--- src/rtl/serial_parity_frame_rx.sv ---
// Bit-strobed serial frame receiver: start(0), DATA_W data bits LSB first, parity, stop(1).
// Presents the last good data word and its captured parity with a one-cycle frame_valid pulse.
module serial_parity_frame_rx #(
  parameter int DATA_W = 3
) (
  input  logic              clk,
  input  logic              rst,
  input  logic              sin,
  input  logic              bit_en,
  output logic [DATA_W-1:0] data_out,
  output logic              parity_out,
  output logic              frame_valid,
  output logic              framing_err,
  output logic              busy
);

  localparam int CW = (DATA_W > 1) ? $clog2(DATA_W) : 1;

  typedef enum logic [1:0] {
    IDLE = 2'd0,
    DATA = 2'd1,
    PAR  = 2'd2,
    STOP = 2'd3
  } state_t;

  state_t            state, state_n;
  logic [CW-1:0]     cnt, cnt_n;
  logic [DATA_W-1:0] shreg, shreg_n;
  logic              par_r, par_n;
  logic [DATA_W-1:0] data_n;
  logic              parity_n;
  logic              frame_valid_n;
  logic              framing_err_n;

  // Handshake: there is no back-pressure. frame_valid is a single-cycle pulse
  // meaning data_out/parity_out were updated on the edge that raised it; the
  // consumer must take the pair that cycle or rely on it holding until the next pulse.

  always_ff @(posedge clk) begin
    if (rst) begin
      state       <= IDLE;
      cnt         <= '0;
      shreg       <= '0;
      par_r       <= 1'b0;
      data_out    <= '0;
      parity_out  <= 1'b0;
      frame_valid <= 1'b0;
      framing_err <= 1'b0;
    end else begin
      state       <= state_n;
      cnt         <= cnt_n;
      shreg       <= shreg_n;
      par_r       <= par_n;
      data_out    <= data_n;
      parity_out  <= parity_n;
      frame_valid <= frame_valid_n;
      framing_err <= framing_err_n;
    end
  end

  // Pulses default low every cycle, so they drop on the next edge even without a strobe.
  always_comb begin
    state_n       = state;
    cnt_n         = cnt;
    shreg_n       = shreg;
    par_n         = par_r;
    data_n        = data_out;
    parity_n      = parity_out;
    frame_valid_n = 1'b0;
    framing_err_n = 1'b0;
    if (bit_en) begin
      case (state)
        IDLE: begin
          if (!sin) begin
            state_n = DATA;
            cnt_n   = '0;
          end
        end
        DATA: begin
          for (int i = 0; i < DATA_W; i++) begin
            if (cnt == CW'(i)) shreg_n[i] = sin;
          end
          if (cnt == CW'(DATA_W - 1)) begin
            state_n = PAR;
          end else begin
            cnt_n = cnt + CW'(1);
          end
        end
        PAR: begin
          par_n   = sin;
          state_n = STOP;
        end
        STOP: begin
          // A low stop bit drops the frame; it is not treated as a new start bit.
          if (sin) begin
            data_n        = shreg;
            parity_n      = par_r;
            frame_valid_n = 1'b1;
          end else begin
            framing_err_n = 1'b1;
          end
          state_n = IDLE;
        end
        default: state_n = IDLE;
      endcase
    end
  end

  assign busy = (state != IDLE);

endmodule

--- config.mk ---
export PLATFORM = sky130hd
export DESIGN_NAME = serial_parity_frame_rx
export DESIGN_NICKNAME = d
export VERILOG_FILES = /design/src/rtl/serial_parity_frame_rx.sv
export SDC_FILE = /design/constraint.sdc
export NUM_CORES = 1
export LEC_CHECK = 0
export CORE_MARGIN = 1
export CORE_UTILIZATION = 45
export CTS_CLUSTER_SIZE = 24
export DETAILED_ROUTE_END_ITERATION = 8
export GPL_ROUTABILITY_DRIVEN = 0
export GPL_TIMING_DRIVEN = 0
export HOLD_SLACK_MARGIN = 0.03
export PLACE_DENSITY = 0.74
export SYNTH_ARGS = -nofsm -noshare
export SYNTH_HDL_FRONTEND = slang
export SYNTH_SLANG_ARGS = --single-unit
--- constraint.sdc ---
create_clock -name clk -period 1.53 [get_ports clk]
set_clock_uncertainty 0.05 [all_clocks]
set_input_delay 0.3825 -clock clk [delete_from_list [all_inputs] [get_ports clk]]
set_output_delay 0.3825 -clock clk [all_outputs]
set_load 0.005 [all_outputs]
==> flow_summary.yaml <==
run_status:
  status: "complete, no violations"
drt:
  drcViolationCount: 0
  wl_per_cell_um: 14.2
  drtIter0Drc: 7
  via_per_inst: 5.39
  ant_nets: 0
  via_count: 561
  totalWireLength_um: 1470
  drt_first_pass_iters: 4
floorplan:
  die_w_um: 41.3
  ios: 11
  initial_core_util_pct: 50.9
  rows: 13
  core_um2: 1370
  die_area_um2: 1710
  die_h_um: 41.3
timing:
  period_share_pct: 99.2
  setup_violations: 0
  relSlewSlack_pct: 70.7
  clock.fmax_mhz: 659
  report.final.slew_viol_count: 0
  fin_crit_ns: 1.52
  worst_slew_pin_slew_ns: 0.440
  hold_viol: 0
cells_and_area:
  finalNonFillerCells: 104
  fin_util_pct: 67.0
  syn_to_final_growth_pct: 31.7
  antenna_cells: 0
  n_fill_cell: 118
  multiInputGateArea_um2: 429
  drive_gt1_share_pct: 27.0
  fin_nets: 103
  regArea_um2: 289
logic_synthesis:
  synth_cell_types: 22
  synthCells: 75
  ys_ff_latch: 14
  synth_nets: 87
  netlist.area_leader.share_pct: 40.3
  synthTopCellsByCount: "dfxtp_1 (14), nor2_1 (11), ha_1 (8), mux2i_1 (8), nand3_1 (6)"
  syn_avg_cell_area_um2: 9.28
  synth_warnings: 0
  synth_top_cell_by_area: "dfxtp_1"
  synth.most_common_cell: "dfxtp_1"
  yosys_most_used_dff: "dfxtp_1"
  synthTopCellsByArea: "dfxtp_1 (40%), ha_1 (14%), mux2i_1 (12%)"
  synth-seq-area-share_pct: 40.3
  synth_edf_count: 0
  async_reset_ff_share_pct: 0
  syn_area_um2: 696
clock_tree:
  cts_tree: "done"
  path_clk_slew_ns: 0.08
  cts_hold_buffers: 0
  cts-root-buf: "clkbuf_4"
  cts.path.max_buffers: 2
  htree_levels: 1
  cts_sinks: 14
  clkLatencyLatePin_ns: 0.27
  cts_buffers: 3
global_route:
  antenna_found_initial: 0
  grt.total_usage_pct: 19.3
  grt_start_max_net_pins: 11
  gr-total-overflow: 0
  grt_first_pass_wirelength_um: 2030
  grt_pass1_vias: 472
setup_path:
  cpMaxStageDelayCell: "or4_4"
  path_class: "in -> reg"
  critPathTopFamily: "simple AND/OR/NAND/NOR gates"
  crit_buf_inv: 1
  critPathMaxStageDelay_ns: 0.62
  worstPathRequired_ns: 1.66
  worstPathCellList: "clkdlybuf4s50_1 > or4_4 > o31ai_4"
  crit_path_start_kind: "input port"
  worstPathMaxFanout: 8
  crit_path_end_kind: "flop"
  cp_data_arrival_time_ns: 1.65
min_path:
  hp-class: "in -> reg"
power:
  ir_drop_uv: 675
  powerDensity_nw_per_um2: 839
  p_leak_nw: 0.482
place:
  port-buffer-count: 8
  dpl.cell_count: 98
  dp_hpwl_um: 928
job:
  maxCapViolCount: 0
[layout make-up]
| type | instances | share of cell area, % |
|---|---|---|
| timing repair buffer | 12 | 12.7 |
| multi-input combinational | 52 | 46.9 |
| inverter | 5 | 2.60 |
| buffer | 3 | 1.78 |
| clock buffer | 3 | 2.46 |
| tap | 15 | 2.05 |
| sequential | 14 | 31.6 |
[where the power goes]
group / switching (mW) / total [mW] / leakage (nW) / internal, mW
clock network: 0.108 / 0.199 / 0.0138 / 0.0910
logic: 0.0926 / 0.183 / 0.353 / 0.0906
registers: 0.0107 / 0.386 / 0.116 / 0.376
total: 0.211 / 0.768 / 0.482 / 0.557
[metal layers]
layer	part of all wire [%]	up-vias	GRT usage [%]	routed length, µm
li1	-	281	-	-
met1	39	264	18.8	568
met2	56	14	38.3	830
met3	4.3	2	7.98	64
met4	0.68	0	2.42	10
met5	0	-	0	0
[cell families (layout without fill, tap and decap cells)]
group | Yosys count | after routing | share of synthesized area [%]
flops | 14 | 14 | 40.3
compound gates | 7 | 7 | 7.55
simple gates | 29 | 29 | 20.7
mux | 8 | 8 | 11.5
fa+ha+maj | 8 | 8 | 14.4
buf+inv | 9 | 23 | 5.58
[tightest hold or removal path, delay by kind of cell]
| kind | cells | cell delay, ns |
|---|---|---|
| buffers and inverters | 1 | 0.15 |
| and+or+nand+nor | 2 | 0.11 |
[layout by cell type, fill, tap and decap left out, drive strengths merged, types with 2 or more instances in the layout]
cell type,count
nand2,3
nand2b,3
mux2i,8
dfxtp,14
clkbuf,6
dlymetal6s2s,4
inv,5
a21oi,2
nor2,11
nand3,6
buf,5
dlygate4sd2,2
o31ai,2
ha,8
[final timing paths]
kind / start / endpoint / slack [ns] / cells past startpoint
worst max-delay path: rst / state[0] / 0.01 / 3
worst max register to register: state[0] / state[1] / 0.03 / 5
worst min register to register: data_out[1] / data_out[1] / 0.44 / 2
worst min-delay path: bit_en / framing_err / 0.36 / 3
[sequential cells by signal, summed over array words and instances (netlist names)]
name,cells
shreg,3
cnt,2
frame_valid,1
framing_err,1
state,2
data_out,3
par_r,1
parity_out,1
[stage by stage]
stage          TNS [ns]  instance area (µm²)  worst slack (ns)  hold slack, ns  total power, mW
5_1_grt         -0.0225                  916           -0.0138           0.354            0.802
6_report              0                  916            0.0120           0.355            0.768
4_1_cts         -0.0111                  870           -0.0111           0.352            0.742
2_1_floorplan         0                  697           0.00317           0.386            0.481
3_5_place_dp      -1.97                  796            -0.207           0.416            0.518
3_3_place_gp      -1.51                  796            -0.159           0.396            0.513
[what timing repair did]
item | CTS | global route
setup endpoints to repair | 9 | 7
hold endpoints to repair | 0 | 0
gates resized for setup | 17 | 12
pin swaps | 0 | 3
setup buffers | 2 | 2
Note: power is estimated with default switching activity, not from simulation.
